<file path="config.mk">
export PLATFORM = sky130hd
export DESIGN_NAME = hssi_lane_reset_seq
export DESIGN_NICKNAME = d
export VERILOG_FILES = /design/src/rtl/hssi_lane_reset_seq.sv
export SDC_FILE = /design/constraint.sdc
export NUM_CORES = 1
export LEC_CHECK = 0
export CORE_MARGIN = 2
export CORE_UTILIZATION = 38
export DETAILED_ROUTE_END_ITERATION = 12
export GPL_TIMING_DRIVEN = 0
export SYNTH_ARGS = -nofsm -noshare
export SYNTH_HDL_FRONTEND = slang
export SYNTH_SLANG_ARGS = --single-unit
</file>
<file path="constraint.sdc">
create_clock -name clk -period 2.8 [get_ports clk]
set_input_delay 0.56 -clock clk [delete_from_list [all_inputs] [get_ports clk]]
set_output_delay 0.56 -clock clk [all_outputs]
set_load 0.005 [all_outputs]
</file>
<file path="src/rtl/hssi_lane_reset_seq.sv">
// Per-lane HSSI reset/bring-up sequencer: ordered TX/RX analog and digital reset release plus init handshake.
// Optional watchdog on wait states is compiled in with `define HSSI_RST_SEQ_TIMEOUT_EN.
module hssi_lane_reset_seq #(
  parameter int unsigned NUM_LN          = 4,
  parameter int unsigned ANA_RST_CYC     = 16,
  parameter int unsigned DIG_RST_CYC     = 8,
  parameter int unsigned LOCK_STABLE_CYC = 64,
  parameter int unsigned TIMEOUT_CYC     = 65536
) (
  input  logic              clk,
  input  logic              reset,
  input  logic              restart,
  input  logic              f2a_tx_pll_locked,
  input  logic              f2a_tx_cal_busy,
  input  logic              f2a_rx_cal_busy,
  input  logic [NUM_LN-1:0] f2a_rx_is_lockedtodata,
  input  logic              f2a_init_done,
  output logic [NUM_LN-1:0] a2f_tx_analogreset,
  output logic [NUM_LN-1:0] a2f_tx_digitalreset,
  output logic [NUM_LN-1:0] a2f_rx_analogreset,
  output logic [NUM_LN-1:0] a2f_rx_digitalreset,
  output logic              a2f_init_start,
  output logic              ready,
  output logic              timeout_err,
  output logic [3:0]        state_o
);

  localparam int unsigned MAX_AD  = (ANA_RST_CYC > DIG_RST_CYC) ? ANA_RST_CYC : DIG_RST_CYC;
  localparam int unsigned MAX_ADL = (MAX_AD > LOCK_STABLE_CYC) ? MAX_AD : LOCK_STABLE_CYC;
  localparam int unsigned MAX_CYC = (MAX_ADL > TIMEOUT_CYC) ? MAX_ADL : TIMEOUT_CYC;
  localparam int unsigned CNT_W   = $clog2(MAX_CYC + 1);
  localparam int unsigned SYNC_W  = NUM_LN + 4;

  localparam logic [CNT_W-1:0] ANA_LAST  = CNT_W'(ANA_RST_CYC - 1);
  localparam logic [CNT_W-1:0] ANA_HOLD  = CNT_W'(ANA_RST_CYC);
  localparam logic [CNT_W-1:0] DIG_LAST  = CNT_W'(DIG_RST_CYC - 1);
  localparam logic [CNT_W-1:0] LOCK_LAST = CNT_W'(LOCK_STABLE_CYC - 1);

  // With all status ideal, IDLE to READY takes
  // 2*ANA_RST_CYC + DIG_RST_CYC + LOCK_STABLE_CYC + 7 cycles:
  // IDLE 1, TX_PLL 1, RX_ANA release cycle 1, RX_DIG 2, INIT 2.
  typedef enum logic [3:0] {
    S_IDLE   = 4'd0,
    S_TX_ANA = 4'd1,
    S_TX_PLL = 4'd2,
    S_TX_DIG = 4'd3,
    S_RX_ANA = 4'd4,
    S_RX_CDR = 4'd5,
    S_RX_DIG = 4'd6,
    S_INIT   = 4'd7,
    S_READY  = 4'd8
  } state_t;

  state_t            state, state_d;
  logic [CNT_W-1:0]  cnt, cnt_d;
  logic              enter;
  logic              tx_ana_q, tx_ana_d;
  logic              tx_dig_q, tx_dig_d;
  logic              rx_ana_q, rx_ana_d;
  logic              rx_dig_q, rx_dig_d;
  logic              init_start_q, init_start_d;
  logic              ready_q, ready_d;

  logic [SYNC_W-1:0] sync_meta, sync_q;
  logic              pll_locked, tx_cal_busy, rx_cal_busy, init_done, rx_locked_all;

  // Two-flop synchronizers for every asynchronous status input.
  always_ff @(posedge clk) begin
    if (reset) begin
      sync_meta <= '0;
      sync_q    <= '0;
    end else begin
      sync_meta <= {f2a_tx_pll_locked, f2a_tx_cal_busy, f2a_rx_cal_busy, f2a_init_done,
                    f2a_rx_is_lockedtodata};
      sync_q    <= sync_meta;
    end
  end

  assign pll_locked    = sync_q[SYNC_W-1];
  assign tx_cal_busy   = sync_q[SYNC_W-2];
  assign rx_cal_busy   = sync_q[SYNC_W-3];
  assign init_done     = sync_q[SYNC_W-4];
  assign rx_locked_all = &sync_q[NUM_LN-1:0];

`ifdef HSSI_RST_SEQ_TIMEOUT_EN
  localparam logic [CNT_W-1:0] WD_LAST = CNT_W'(TIMEOUT_CYC - 1);

  logic [CNT_W-1:0] wd_cnt, wd_cnt_d;
  logic             timeout_q, timeout_d;
  logic             wd_watched;

  assign wd_watched = (state == S_TX_ANA) || (state == S_TX_PLL) || (state == S_RX_ANA) ||
                      (state == S_RX_CDR) || (state == S_INIT);

  always_ff @(posedge clk) begin
    if (reset) begin
      wd_cnt    <= '0;
      timeout_q <= 1'b0;
    end else begin
      wd_cnt    <= wd_cnt_d;
      timeout_q <= timeout_d;
    end
  end

  assign timeout_err = timeout_q;
`else
  assign timeout_err = 1'b0;
`endif

  always_ff @(posedge clk) begin
    if (reset) begin
      state        <= S_IDLE;
      cnt          <= '0;
      tx_ana_q     <= 1'b1;
      tx_dig_q     <= 1'b1;
      rx_ana_q     <= 1'b1;
      rx_dig_q     <= 1'b1;
      init_start_q <= 1'b0;
      ready_q      <= 1'b0;
    end else begin
      state        <= state_d;
      cnt          <= cnt_d;
      tx_ana_q     <= tx_ana_d;
      tx_dig_q     <= tx_dig_d;
      rx_ana_q     <= rx_ana_d;
      rx_dig_q     <= rx_dig_d;
      init_start_q <= init_start_d;
      ready_q      <= ready_d;
    end
  end

  // Next state; 'enter' marks any state (re)entry and clears the counters.
  always_comb begin
    state_d      = state;
    cnt_d        = (cnt == '1) ? cnt : cnt + CNT_W'(1);
    enter        = 1'b0;
    init_start_d = 1'b0;
`ifdef HSSI_RST_SEQ_TIMEOUT_EN
    timeout_d    = timeout_q;
`endif

    case (state)
      S_IDLE: begin
        state_d = S_TX_ANA;
        enter   = 1'b1;
      end
      S_TX_ANA: begin
        if ((cnt >= ANA_LAST) && !tx_cal_busy) begin
          state_d = S_TX_PLL;
          enter   = 1'b1;
        end
      end
      S_TX_PLL: begin
        if (pll_locked) begin
          state_d = S_TX_DIG;
          enter   = 1'b1;
        end
      end
      S_TX_DIG: begin
        if (!pll_locked) begin
          state_d = S_TX_PLL;
          enter   = 1'b1;
        end else if (cnt >= DIG_LAST) begin
          state_d = S_RX_ANA;
          enter   = 1'b1;
        end
      end
      S_RX_ANA: begin
        if ((cnt >= ANA_HOLD) && !rx_cal_busy) begin
          state_d = S_RX_CDR;
          enter   = 1'b1;
        end
      end
      S_RX_CDR: begin
        if (!rx_locked_all) begin
          cnt_d = '0;
        end else if (cnt >= LOCK_LAST) begin
          state_d = S_RX_DIG;
          enter   = 1'b1;
        end
      end
      S_RX_DIG: begin
        if (cnt >= CNT_W'(1)) begin
          state_d      = S_INIT;
          enter        = 1'b1;
          init_start_d = 1'b1;
        end
      end
      S_INIT: begin
        // A stale init_done from a previous run is ignored for the first INIT cycle.
        if (init_done && (cnt >= CNT_W'(1))) begin
          state_d = S_READY;
          enter   = 1'b1;
        end
      end
      S_READY: begin
        if (!pll_locked) begin
          state_d = S_TX_ANA;
          enter   = 1'b1;
        end else if (!rx_locked_all) begin
          state_d = S_RX_CDR;
          enter   = 1'b1;
        end
      end
      default: begin
        state_d = S_IDLE;
        enter   = 1'b1;
      end
    endcase

`ifdef HSSI_RST_SEQ_TIMEOUT_EN
    if (wd_watched && !enter && (wd_cnt >= WD_LAST)) begin
      state_d   = S_TX_ANA;
      enter     = 1'b1;
      timeout_d = 1'b1;
    end
`endif

    if (restart) begin
      state_d      = S_IDLE;
      enter        = 1'b1;
      init_start_d = 1'b0;
`ifdef HSSI_RST_SEQ_TIMEOUT_EN
      timeout_d    = 1'b0;
`endif
    end

    if (enter) begin
      cnt_d = '0;
    end

`ifdef HSSI_RST_SEQ_TIMEOUT_EN
    if (enter) begin
      wd_cnt_d = '0;
    end else begin
      wd_cnt_d = (wd_cnt == '1) ? wd_cnt : wd_cnt + CNT_W'(1);
    end
`endif

    // Outputs are decoded from the next state so they switch on the same edge as the state.
    tx_ana_d = (state_d == S_IDLE) || (state_d == S_TX_ANA);
    tx_dig_d = tx_ana_d || (state_d == S_TX_PLL) || (state_d == S_TX_DIG);
    rx_ana_d = tx_dig_d || ((state_d == S_RX_ANA) && (cnt_d < ANA_HOLD));
    rx_dig_d = tx_dig_d || (state_d == S_RX_ANA) || (state_d == S_RX_CDR);
    ready_d  = (state_d == S_READY);
  end

  assign a2f_tx_analogreset  = {NUM_LN{tx_ana_q}};
  assign a2f_tx_digitalreset = {NUM_LN{tx_dig_q}};
  assign a2f_rx_analogreset  = {NUM_LN{rx_ana_q}};
  assign a2f_rx_digitalreset = {NUM_LN{rx_dig_q}};
  assign a2f_init_start      = init_start_q;
  assign ready               = ready_q;
  assign state_o             = state;

endmodule

</file>
==> reports/metrics.yaml, run 1 <==
sta:
  whs_ns: 0.4444
  final_hold_viol_count: 0
  setup_viol: 15
  setup_slack_ns: -0.04792
  rsz0062_at_grt: "true"
  fin_crit_ns: 2.848
  finalCritPeriodShare: 1.017
  max_freq_mhz: 351.1
  finalMaxSlewViolations: 0
  max_slew_margin: 0.6170
  finClkSkew_ns: 0.01085
  worstMarginPinSlew_ns: 0.5730
routing:
  drc: 0
  via_per_inst: 5.359
  wl_um: 5828
  drt-pass1-iter-count: 4
  postRouteAntennaNets: 0
  routed.top_layer: "met4"
  drt_iter0_drc: 118
  vias: 2149
  wl_per_cell_um: 14.53
  wl_met3_um: 279
  drt-met1-wl_um: 2835
  route.met2.wl_um: 2615
placement:
  dp_hpwl_um: 4200
  place.gp.congestion: 0.8861
  place_area_um2: 2967
  placed_cells: 386
  port_buffers: 32
worst_setup_path:
  cp_max_fo: 5
  crit_start: "cnt[13]$_SDFF_PP0_"
  r2r-end: "cnt[4]$_SDFF_PP0_"
  required_ns: 3.04
  reg2reg_from: "cnt[13]$_SDFF_PP0_"
  startpoint_type: "flip-flop"
  end_kind: "flip-flop"
  critPathArrivalTime_ns: 3.09
  reg2reg_slack_ns: -0.05
  worst-setup-path-type: "flip-flop to flip-flop"
  r2r_cells: 8
power:
  powerDensity_nw_per_um2: 347.5
  p_leak_uw: 0.001189
  total_power_uw: 1125
  peakVddDrop_v: 0.0002787
floorplan:
  core_area_um2: 6386
  dieArea_um2: 7299
  die-height_um: 85.44
  die_x_um: 85.44
  rows: 29
  initial_core_util: 0.3946
  io_pins: 34
run:
  maxCapViolations: 0
clock_network:
  cts-hold-fix-buffers: 0
  htreeDepth: 2
  cts_tree: "yes"
  clk_pin_slew_ns: 0.09
  cts_root_buffer: "clkbuf_8"
  clk_path_buf_depth: 2
  clkLatencyLatePin_ns: 0.31
  cts_made_buffers: 5
  cts_sinks: 43
grt:
  grt_pass1_wl_um: 9791
  grt_pass1_vias: 2026
  antenna_found_initial: 0
  grt.overflow.total: 0
  grt_start_max_net_pins: 17
  track_usage: 0.1672
synthesis:
  yosys.area_share.simple: 0.3044
  synthAdderAreaFrac: 0.01490
  yosys_register_bits: 43
  syn_area_per_cell_um2: 9.130
  ys_types: 68
  synth_edf_count: 0
  synth-xor-area-share: 0.03476
  synth_top_area_frac: 0.3416
  syn_inst: 276
  synth-seq-area-share: 0.3416
  synth_top_family_by_area: "simple AND/OR/NAND/NOR gates"
  muxShareOfSynthArea: 0.003972
  synthArstFlopShare: 0
  netlist_area_um2: 2520
  synth-main-ff-cell: "dfxtp_1"
  syn-num-nets: 290
  yosysWarnings: 0
  yosysTopAreaCell: "dfxtp_1"
  synth.area.top_cells: "dfxtp_1, buf_4, nor2b_1"
  synth_compound_area_frac: 0.1485
layout:
  num_antenna_cells: 0
  final_core_util: 0.5069
  nets: 337
  area_delta_synth_final_pct: 28.45
  final_cells: 401
  layout-drive-gt1-share: 0.2840
  fillers: 617
  design_area_um2: 3237
run_status:
  violations: "setup timing"
  status: "finished, violations left"
min_path:
  holdPathStages: 1
  hp-class: "flip-flop to flip-flop"
  min-delay-start: "sync_meta[5]$_SDFF_PP0_"
  hold_end: "sync_q[5]$_SDFF_PP0_"
## per-layer routing
layer | up-vias | track usage
li1 | 1066 | -
met1 | 1008 | 0.2311
met4 | 0 | 0.06205
met5 | - | 0
met2 | 64 | 0.2585
met3 | 11 | 0.03210
## cell families (layout without fill, tap and decap cells)
| kind of cell | after synthesis | count (layout) |
|---|---|---|
| AND/OR/NAND/NOR | 122 | 122 |
| flip-flops | 43 | 43 |
| XOR/XNOR | 10 | 10 |
| multiplexers | 1 | 1 |
| AO/OA/AOI/OAI | 53 | 53 |
| buffers and inverters | 43 | 91 |
| other | 1 | 1 |
| adder cells (fa/ha/maj) | 3 | 3 |
## stage by stage
step	setup TNS [ns]	setup slack, ns
after CTS	-1.748	-0.1343
after floorplan	-0.2545	-0.02788
after global placement	-3.593	-0.4645
after global routing	-1.756	-0.1452
after detailed placement	-3.241	-0.2695
final	-0.3979	-0.04792
## power breakdown
group / switching [µW] / internal (µW) / leakage (µW)
sequential: 5.78 / 620 / 0.000354
clock: 244 / 184 / 0.0000491
combinational: 27.2 / 43.6 / 0.000786
total: 277 / 847 / 0.00119
## critical path: stages (launching register included)
cell and delay (ns):
dfxtp_4 0.36, or4_4 0.58, nor4b_4 0.32, a2111oi_2 0.11, a41o_1 0.23, or4b_4 0.49
or3_4 0.43, buf_6 0.17, nor3_4 0.09
## synthesized netlist by cell type (3+ instances only)
library cell / count
nand3_1: 15
a21oi_1: 12
nor3_1: 5
xor2_1: 6
nor2_1: 16
a211oi_1: 3
buf_4: 19
xnor2_1: 4
clkbuf_1: 4
nand2_1: 11
nor2_4: 3
ha_1: 3
nor2_2: 7
o211ai_1: 3
or3_1: 3
o31ai_1: 3
and2_1: 4
nor2b_1: 16
o21ai_0: 5
a31oi_1: 6
inv_1: 8
nor4_1: 4
dfxtp_1: 43
o21a_1: 3
nand4_1: 10
a2111oi_0: 3
clkbuf_8: 5
## registers in the layout, indices dropped and copies added, names as in the netlist, 4 cells and up
name       flops
cnt           17
sync_meta      8
sync_q         8
state_o        4
## final cells by class
cell class | count | area (µm²) | area share
clock buffers | 5 | 68.82 | 0.02126
flip-flops and latches | 43 | 874.6 | 0.2702
well taps | 77 | 96.34 | 0.02976
clock inverters | 3 | 26.28 | 0.008118
repair buffers | 45 | 444.2 | 0.1372
inverters | 8 | 30.03 | 0.009277
plain buffers | 30 | 297.8 | 0.09200
multi-input cells | 190 | 1399 | 0.4322
## cell usage in the layout (no fill, tap or decap), types with 3 or more instances in the layout
cell type         n
clkdlybuf4s50_1  32
nand4_1          10
nand3_1          15
o21a_1            3
nor4_1            3
clkbuf_8         10
xnor2_1           4
nor2_4            9
dfxtp_4           3
inv_1             8
clkbuf_1          3
nor2b_1          16
buf_4            27
or3_4             3
o21ai_0           5
nor3_1            4
and2_1            4
a21oi_1          10
nand2_1          11
ha_1              3
xor2_1            6
nor2_1           15
o211ai_1          3
o31ai_1           3
a31oi_1           6
dfxtp_1          38
## how the worst max path moves through the flow
stage | to
finish | cnt[4]$_SDFF_PP0_
global route | cnt[4]$_SDFF_PP0_
global placement | rx_ana_q$_SDFF_PP1_
CTS | cnt[4]$_SDFF_PP0_
detailed placement | rx_ana_q$_SDFF_PP1_
floorplan | cnt[9]$_SDFF_PP0_
## what timing repair did
action,4_1_cts,5_1_grt
pin swaps,20,7
resized for setup,17,14
setup endpoints to repair,17,18
cloned,1,0
setup buffers,11,0
(Power assumes the default switching activity.)
==> run 2, diff against run 1 <==
HOLD_SLACK_MARGIN = 0.12   (was not set)
clock period = 2.7 ns   (was 2.8 ns; I/O delays follow)
==> reports/metrics.yaml, run 2 (synthesized netlist as in run 1, its figures left out) <==
run_status:
  status: "finished, violations left"  # unchanged
  violations: "setup timing"  # unchanged
worst_setup_path:
  startpoint_type: "flip-flop"  # unchanged
  r2r-end: "cnt[5]$_SDFF_PP0_"  # was cnt[4]$_SDFF_PP0_
  r2r_cells: 8  # unchanged
  reg2reg_slack_ns: -0.23  # was -0.05 ns
  reg2reg_from: "cnt[15]$_SDFF_PP0_"  # was cnt[13]$_SDFF_PP0_
  end_kind: "flip-flop"  # unchanged
  cp_max_fo: 5  # unchanged
  worst-setup-path-type: "flip-flop to flip-flop"  # unchanged
  required_ns: 2.95  # was 3.04 ns
  crit_start: "cnt[15]$_SDFF_PP0_"  # was cnt[13]$_SDFF_PP0_
  crit_end: "cnt[5]$_SDFF_PP0_"  # was cnt[4]$_SDFF_PP0_
  critPathArrivalTime_ns: 3.19  # was 3.09 ns
floorplan:
  rows: 29  # unchanged
  die-height_um: 85.44  # unchanged
  initial_core_util: 0.3946  # unchanged
  core_area_um2: 6386  # unchanged
  dieArea_um2: 7299  # unchanged
  io_pins: 34  # unchanged
  die_x_um: 85.44  # unchanged
layout:
  design_area_um2: 3323  # was 3237 µm²
  top_regs: "cnt (17), sync_meta (8), sync_q (8)"  # unchanged
  largest_reg_flops: 17  # unchanged
  seq_area_um2: 875.8  # was 874.6 µm²
  layout-drive-gt1-share: 0.3202  # was 0.2840
  final_common_cell: "dfxtp_1"  # unchanged
  nets: 344  # was 337
  final_cell_mix: "dfxtp_1, buf_4, clkdlybuf4s50_1, nor2b_1, nand3_1"  # was dfxtp_1, clkdlybuf4s50_1, buf_4, nor2b_1
  area_delta_synth_final_pct: 31.88  # was 28.45%
  fillers: 598  # was 617
  largest_register: "cnt"  # unchanged
  final_core_util: 0.5204  # was 0.5069
  multi_input_area_um2: 1414  # was 1399 µm²
  num_antenna_cells: 0  # unchanged
run:
  maxCapViolations: 0  # unchanged
routing:
  drc: 0  # unchanged
  drt-pass1-iter-count: 4  # unchanged
  wl_um: 6023  # was 5828 µm
  postRouteAntennaNets: 0  # unchanged
  via_per_inst: 5.426  # was 5.359
  drt_iter0_drc: 158  # was 118
  wl_per_cell_um: 14.76  # was 14.53 µm
  vias: 2214  # was 2149
power:
  p_leak_uw: 0.001236  # was 0.001189 µW
  seqPwrFrac: 0.551  # was 0.556
  internal-power_uw: 886.4  # was 847.3 µW
  p_sw_uw: 293.8  # was 277.4 µW
  powerDensity_nw_per_um2: 355.1  # was 347.5 nW/µm²
  peakVddDrop_v: 0.0002470  # was 0.0002787 V
  total_power_uw: 1180  # was 1125 µW
  clkPwrFrac: 0.378  # was 0.381
  netSwitchingFraction: 0.2490  # was 0.2466
  combinationalPowerShare: 0.071  # was 0.063
clock_network:
  htreeDepth: 2  # unchanged
  cts_root_buffer: "clkbuf_8"  # unchanged
  clkLatencyLatePin_ns: 0.31  # about the same
  cts_made_buffers: 5  # unchanged
  clk_pin_slew_ns: 0.09  # about the same
  clk_path_buf_depth: 2  # unchanged
  cts_tree: "yes"  # unchanged
  cts-hold-fix-buffers: 0  # unchanged
  cts_sinks: 43  # unchanged
sta:
  max_freq_mhz: 340.8  # was 351.1 MHz
  setup-tns-final_ns: -3.563  # was -0.3979 ns
  finalCritPeriodShare: 1.087  # was 1.017
  setup_viol: 18  # was 15
  worstMarginPinSlew_ns: 0.6828  # was 0.5730 ns
  fin_crit_ns: 2.934  # was 2.848 ns
  setup_slack_ns: -0.2343  # was -0.04792 ns
  finalMaxSlewViolations: 0  # unchanged
  max_slew_margin: 0.5436  # was 0.6170
  finClkSkew_ns: 0.003886  # was 0.01085 ns
  rsz0062_at_grt: "true"  # unchanged
  final_hold_viol_count: 0  # unchanged
grt:
  grt_start_max_net_pins: 17  # unchanged
  grt_pass1_vias: 2078  # was 2026
  track_usage: 0.1760  # was 0.1672
  grt.overflow.total: 0  # unchanged
  grt_pass1_wl_um: 10210  # was 9791 µm
  antenna_found_initial: 0  # unchanged
min_path:
  hp-class: "flip-flop to flip-flop"  # unchanged
  holdPathStages: 1  # unchanged
  min-delay-start: "sync_meta[3]$_SDFF_PP0_"  # was sync_meta[5]$_SDFF_PP0_
placement:
  place.gp.congestion: 0.9148  # was 0.8861
  place_area_um2: 2968  # was 2967 µm²
  port_buffers: 32  # unchanged
  dp_hpwl_um: 4116  # was 4200 µm
  place_ws_ns: -0.4946  # was -0.2695 ns
-- run 2: cell types whose count changed in the layout (fill, tap and decap cells not counted), moves of 2 or more --
cell	before	now
buf_4	27	32
dfxtp_1	38	35
nor2_2	2	4
dfxtp_2	2	6
nor4_1	3	1
nor4_2	0	2
-- run 2: worst max-delay path, stage by stage, from the launching register on --
cell and delay (ns):
dfxtp_2 0.34, or4_4 0.58, nor4_4 0.41, a211o_2 0.22, o211a_1 0.15, or4b_4 0.48, or3_4 0.43, buf_12 0.17
nor2_2 0.09
-- run 2: routing by layer --
metal | global-route usage | wire [µm] | vias up
met5 | 0 | 0 | -
met4 | 0.05628 | 118 | 0
met3 | 0.03113 | 322 | 10
met2 | 0.2784 | 2769 | 71
met1 | 0.2434 | 2813 | 1041
li1 | - | - | 1092
-- run 2: how the worst min path moves through the flow --
stage,endpoint,slack [ns]
after floorplan,sync_q[0]$_SDFF_PP0_,0.41
after global placement,sync_q[4]$_SDFF_PP0_,0.42
after detailed placement,sync_q[3]$_SDFF_PP0_,0.42
after CTS,sync_q[3]$_SDFF_PP0_,0.44
after global routing,sync_q[2]$_SDFF_PP0_,0.46
final,sync_q[3]$_SDFF_PP0_,0.44
-- run 2: through the flow --
stage / hold WS, ns / std cells
2_1_floorplan: 0.4138 / 276
3_3_place_gp: 0.4184 / 385
3_5_place_dp: 0.4204 / 386
4_1_cts: 0.4432 / 408
5_1_grt: 0.4586 / 408
6_report: 0.4427 / 408
-- run 2: area by class of cell --
type / instances / area share
Timing Repair Buffer: 52 / 0.1547
Clock inverter: 3 / 0.007907
Inverter: 8 / 0.009036
Sequential cell: 43 / 0.2636
Multi-Input combinational cell: 190 / 0.4255
Clock buffer: 5 / 0.02071
Buffer: 30 / 0.08961
Tap cell: 77 / 0.02899
-- run 2: repair_timing --
action,in CTS,in global routing
cloned,1,0
endpoints found under the setup margin,18,18
resized for setup,19,18
buffers inserted,16,2
pin swaps,10,5
-- run 2: power by group through the flow --
stage | Clock [µW] | Sequential (µW) | Combinational [µW]
2_1_floorplan | 0 | 665 | 38.8
3_3_place_gp | 0 | 667 | 62.8
3_5_place_dp | 0 | 667 | 63.0
4_1_cts | 465 | 650 | 78.0
5_1_grt | 481 | 652 | 90.0
6_report | 446 | 650 | 83.3
==> run 3, diff against run 2 <==
PLACE_DENSITY = 0.68   (was not set)
==> reports/metrics.yaml, run 3 (synthesized netlist as in run 1, its figures left out) <==
placement:
  dp_hpwl_um: 4104  # was 4116 µm
  place_ws_ns: -0.4486  # was -0.4946 ns
  port_buffers: 32  # unchanged
  placed_cells: 386  # unchanged
  place.gp.congestion: 0.9562  # was 0.9148
worst_setup_path:
  critPathArrivalTime_ns: 3.11  # was 3.19 ns
  cp_max_fo: 5  # unchanged
  r2r-end: "cnt[15]$_SDFF_PP0_"  # was cnt[5]$_SDFF_PP0_
  startpoint_type: "flip-flop"  # unchanged
  reg2reg_slack_ns: -0.18  # was -0.23 ns
  required_ns: 2.93  # was 2.95 ns
  reg2reg_from: "cnt[7]$_SDFF_PP0_"  # was cnt[15]$_SDFF_PP0_
  r2r_cells: 9  # was 8
  end_kind: "flip-flop"  # unchanged
  worst-setup-path-type: "flip-flop to flip-flop"  # unchanged
layout:
  nets: 341  # was 344
  num_antenna_cells: 0  # unchanged
  seq_area_um2: 872.1  # was 875.8 µm²
  final_cell_mix: "dfxtp_1, clkdlybuf4s50_1, buf_4, nor2b_1"  # was dfxtp_1, buf_4, clkdlybuf4s50_1, nor2b_1, nand3_1
  layout-drive-gt1-share: 0.3110  # was 0.3202
  area_delta_synth_final_pct: 31.13  # was 31.88%
  top_regs: "cnt (17), sync_meta (8), sync_q (8)"  # unchanged
  largest_reg_flops: 17  # unchanged
  multi_input_area_um2: 1433  # was 1414 µm²
  final_core_util: 0.5174  # was 0.5204
  largest_register: "cnt"  # unchanged
  fillers: 602  # was 598
  final_cells: 405  # was 408
  final_common_cell: "dfxtp_1"  # unchanged
power:
  internal-power_uw: 876.8  # was 886.4 µW
  combinationalPowerShare: 0.067  # was 0.071
  clkPwrFrac: 0.370  # was 0.378
  p_sw_uw: 278.4  # was 293.8 µW
  p_leak_uw: 0.001213  # was 0.001236 µW
  seqPwrFrac: 0.563  # was 0.551
  netSwitchingFraction: 0.2410  # was 0.2490
  peakVddDrop_v: 0.0002507  # was 0.0002470 V
  powerDensity_nw_per_um2: 349.6  # was 355.1 nW/µm²
clock_network:
  cts_sinks: 43  # unchanged
  clkLatencyLatePin_ns: 0.30  # was 0.31 ns
  cts_root_buffer: "clkbuf_8"  # unchanged
  cts_made_buffers: 5  # unchanged
  htreeDepth: 2  # unchanged
  clk_path_buf_depth: 2  # unchanged
  cts_tree: "yes"  # unchanged
  clk_pin_slew_ns: 0.09  # about the same
run_status:
  violations: "setup timing"  # unchanged
  status: "finished, violations left"  # unchanged
floorplan:
  die-height_um: 85.44  # unchanged
  dieArea_um2: 7299  # unchanged
  core_area_um2: 6386  # unchanged
  die_x_um: 85.44  # unchanged
  initial_core_util: 0.3946  # unchanged
  io_pins: 34  # unchanged
  rows: 29  # unchanged
sta:
  finalCritPeriodShare: 1.065  # was 1.087
  finalMaxSlewViolations: 0  # unchanged
  finClkSkew_ns: 0.003700  # was 0.003886 ns
  final_hold_viol_count: 0  # unchanged
  max_slew_margin: 0.5486  # was 0.5436
  fin_crit_ns: 2.876  # was 2.934 ns
  rsz0062_at_grt: "true"  # unchanged
  setup_viol: 18  # unchanged
  worstMarginPinSlew_ns: 0.6754  # was 0.6828 ns
  setup_slack_ns: -0.1762  # was -0.2343 ns
  max_freq_mhz: 347.7  # was 340.8 MHz
routing:
  wl_um: 5958  # was 6023 µm
  drt-pass1-iter-count: 4  # unchanged
  via_per_inst: 5.363  # was 5.426
  postRouteAntennaNets: 0  # unchanged
  drc: 0  # unchanged
  wl_per_cell_um: 14.71  # was 14.76 µm
  drt_iter0_drc: 243  # was 158
  vias: 2172  # was 2214
grt:
  track_usage: 0.1683  # was 0.1760
  grt.overflow.total: 0  # unchanged
  antenna_found_initial: 0  # unchanged
  grt_pass1_vias: 1961  # was 2078
  grt_pass1_wl_um: 9742  # was 10210 µm
  grt_start_max_net_pins: 16  # was 17
run:
  maxCapViolations: 0  # unchanged
min_path:
  hold_end: "sync_q[5]$_SDFF_PP0_"  # was sync_q[3]$_SDFF_PP0_
  hp-class: "flip-flop to flip-flop"  # unchanged
  holdPathStages: 1  # unchanged
  min-delay-start: "sync_meta[5]$_SDFF_PP0_"  # was sync_meta[3]$_SDFF_PP0_
run 3: cell types whose count changed in the layout (fill, tap and decap cells not counted), sizes merged:
cell           before  now
inv                10    9
clkinv              1    0
clkinvlp            0    2
clkdlybuf4s15       1    0
dlygate4sd2         0    1
buf                39   36
run 3: stage by stage:
stage          TNS [ns]  total power (µW)  instance area (µm²)  hold slack (ns)
2_1_floorplan    -1.251             703.4                 2539           0.4138
3_3_place_gp     -6.160             729.1                 2955           0.4159
3_5_place_dp     -5.352             730.0                 2962           0.4231
4_1_cts          -2.973              1165                 3224           0.4432
5_1_grt          -4.346              1206                 3304           0.4568
6_report         -2.759              1155                 3304           0.4413
run 3: area by class of cell:
| cell class | count | share of cell area |
|---|---|---|
| multi-input combinational | 190 | 0.4335 |
| sequential | 43 | 0.2639 |
| timing repair buffer | 47 | 0.1397 |
| buffer | 32 | 0.09655 |
| tap | 77 | 0.02916 |
| clock buffer | 5 | 0.02083 |
| inverter | 8 | 0.009087 |
| clock inverter | 3 | 0.007194 |
run 3: timing repair:
item | in CTS | in global routing
buffers inserted | 10 | 3
setup endpoints to repair | 18 | 18
hold buffers | 0 | 0
gates resized for setup | 25 | 18
pin swaps | 21 | 6
cloned | 1 | 0
run 3: how the worst max path moves through the flow:
stage / end / start / depth (start not counted)
final: cnt[15]$_SDFF_PP0_ / cnt[7]$_SDFF_PP0_ / 9
after CTS: cnt[13]$_SDFF_PP0_ / cnt[12]$_SDFF_PP0_ / 9
after global routing: cnt[13]$_SDFF_PP0_ / cnt[7]$_SDFF_PP0_ / 8
after detailed placement: rx_ana_q$_SDFF_PP1_ / cnt[12]$_SDFF_PP0_ / 9
after global placement: rx_ana_q$_SDFF_PP1_ / cnt[0]$_SDFF_PP0_ / 7
after floorplan: cnt[9]$_SDFF_PP0_ / cnt[12]$_SDFF_PP0_ / 10
run 3: power by group through the flow:
stage	Combinational [µW]	Clock (µW)	Sequential (µW)
floorplan	38.8	0	665
global placement	62.8	0	666
detailed placement	63.3	0	667
CTS	73.7	441	651
global route	83.2	471	652
finish	77.4	428	650
run 3: routing by layer:
metal  GRT usage  wire length (µm)
met5           0                 0
met4     0.06349                99
met3     0.02821               387
met2      0.2564              2719
met1      0.2378              2752
run 3: critical path, cell delays in order (launching register included):
cell       delay [ns]
dfxtp_4          0.37
or4_4            0.59
nor4b_4          0.35
a2111oi_2        0.12
a41o_1           0.23
or4b_4           0.48
buf_4            0.15
buf_6            0.11
or2_4            0.23
a211oi_2         0.18
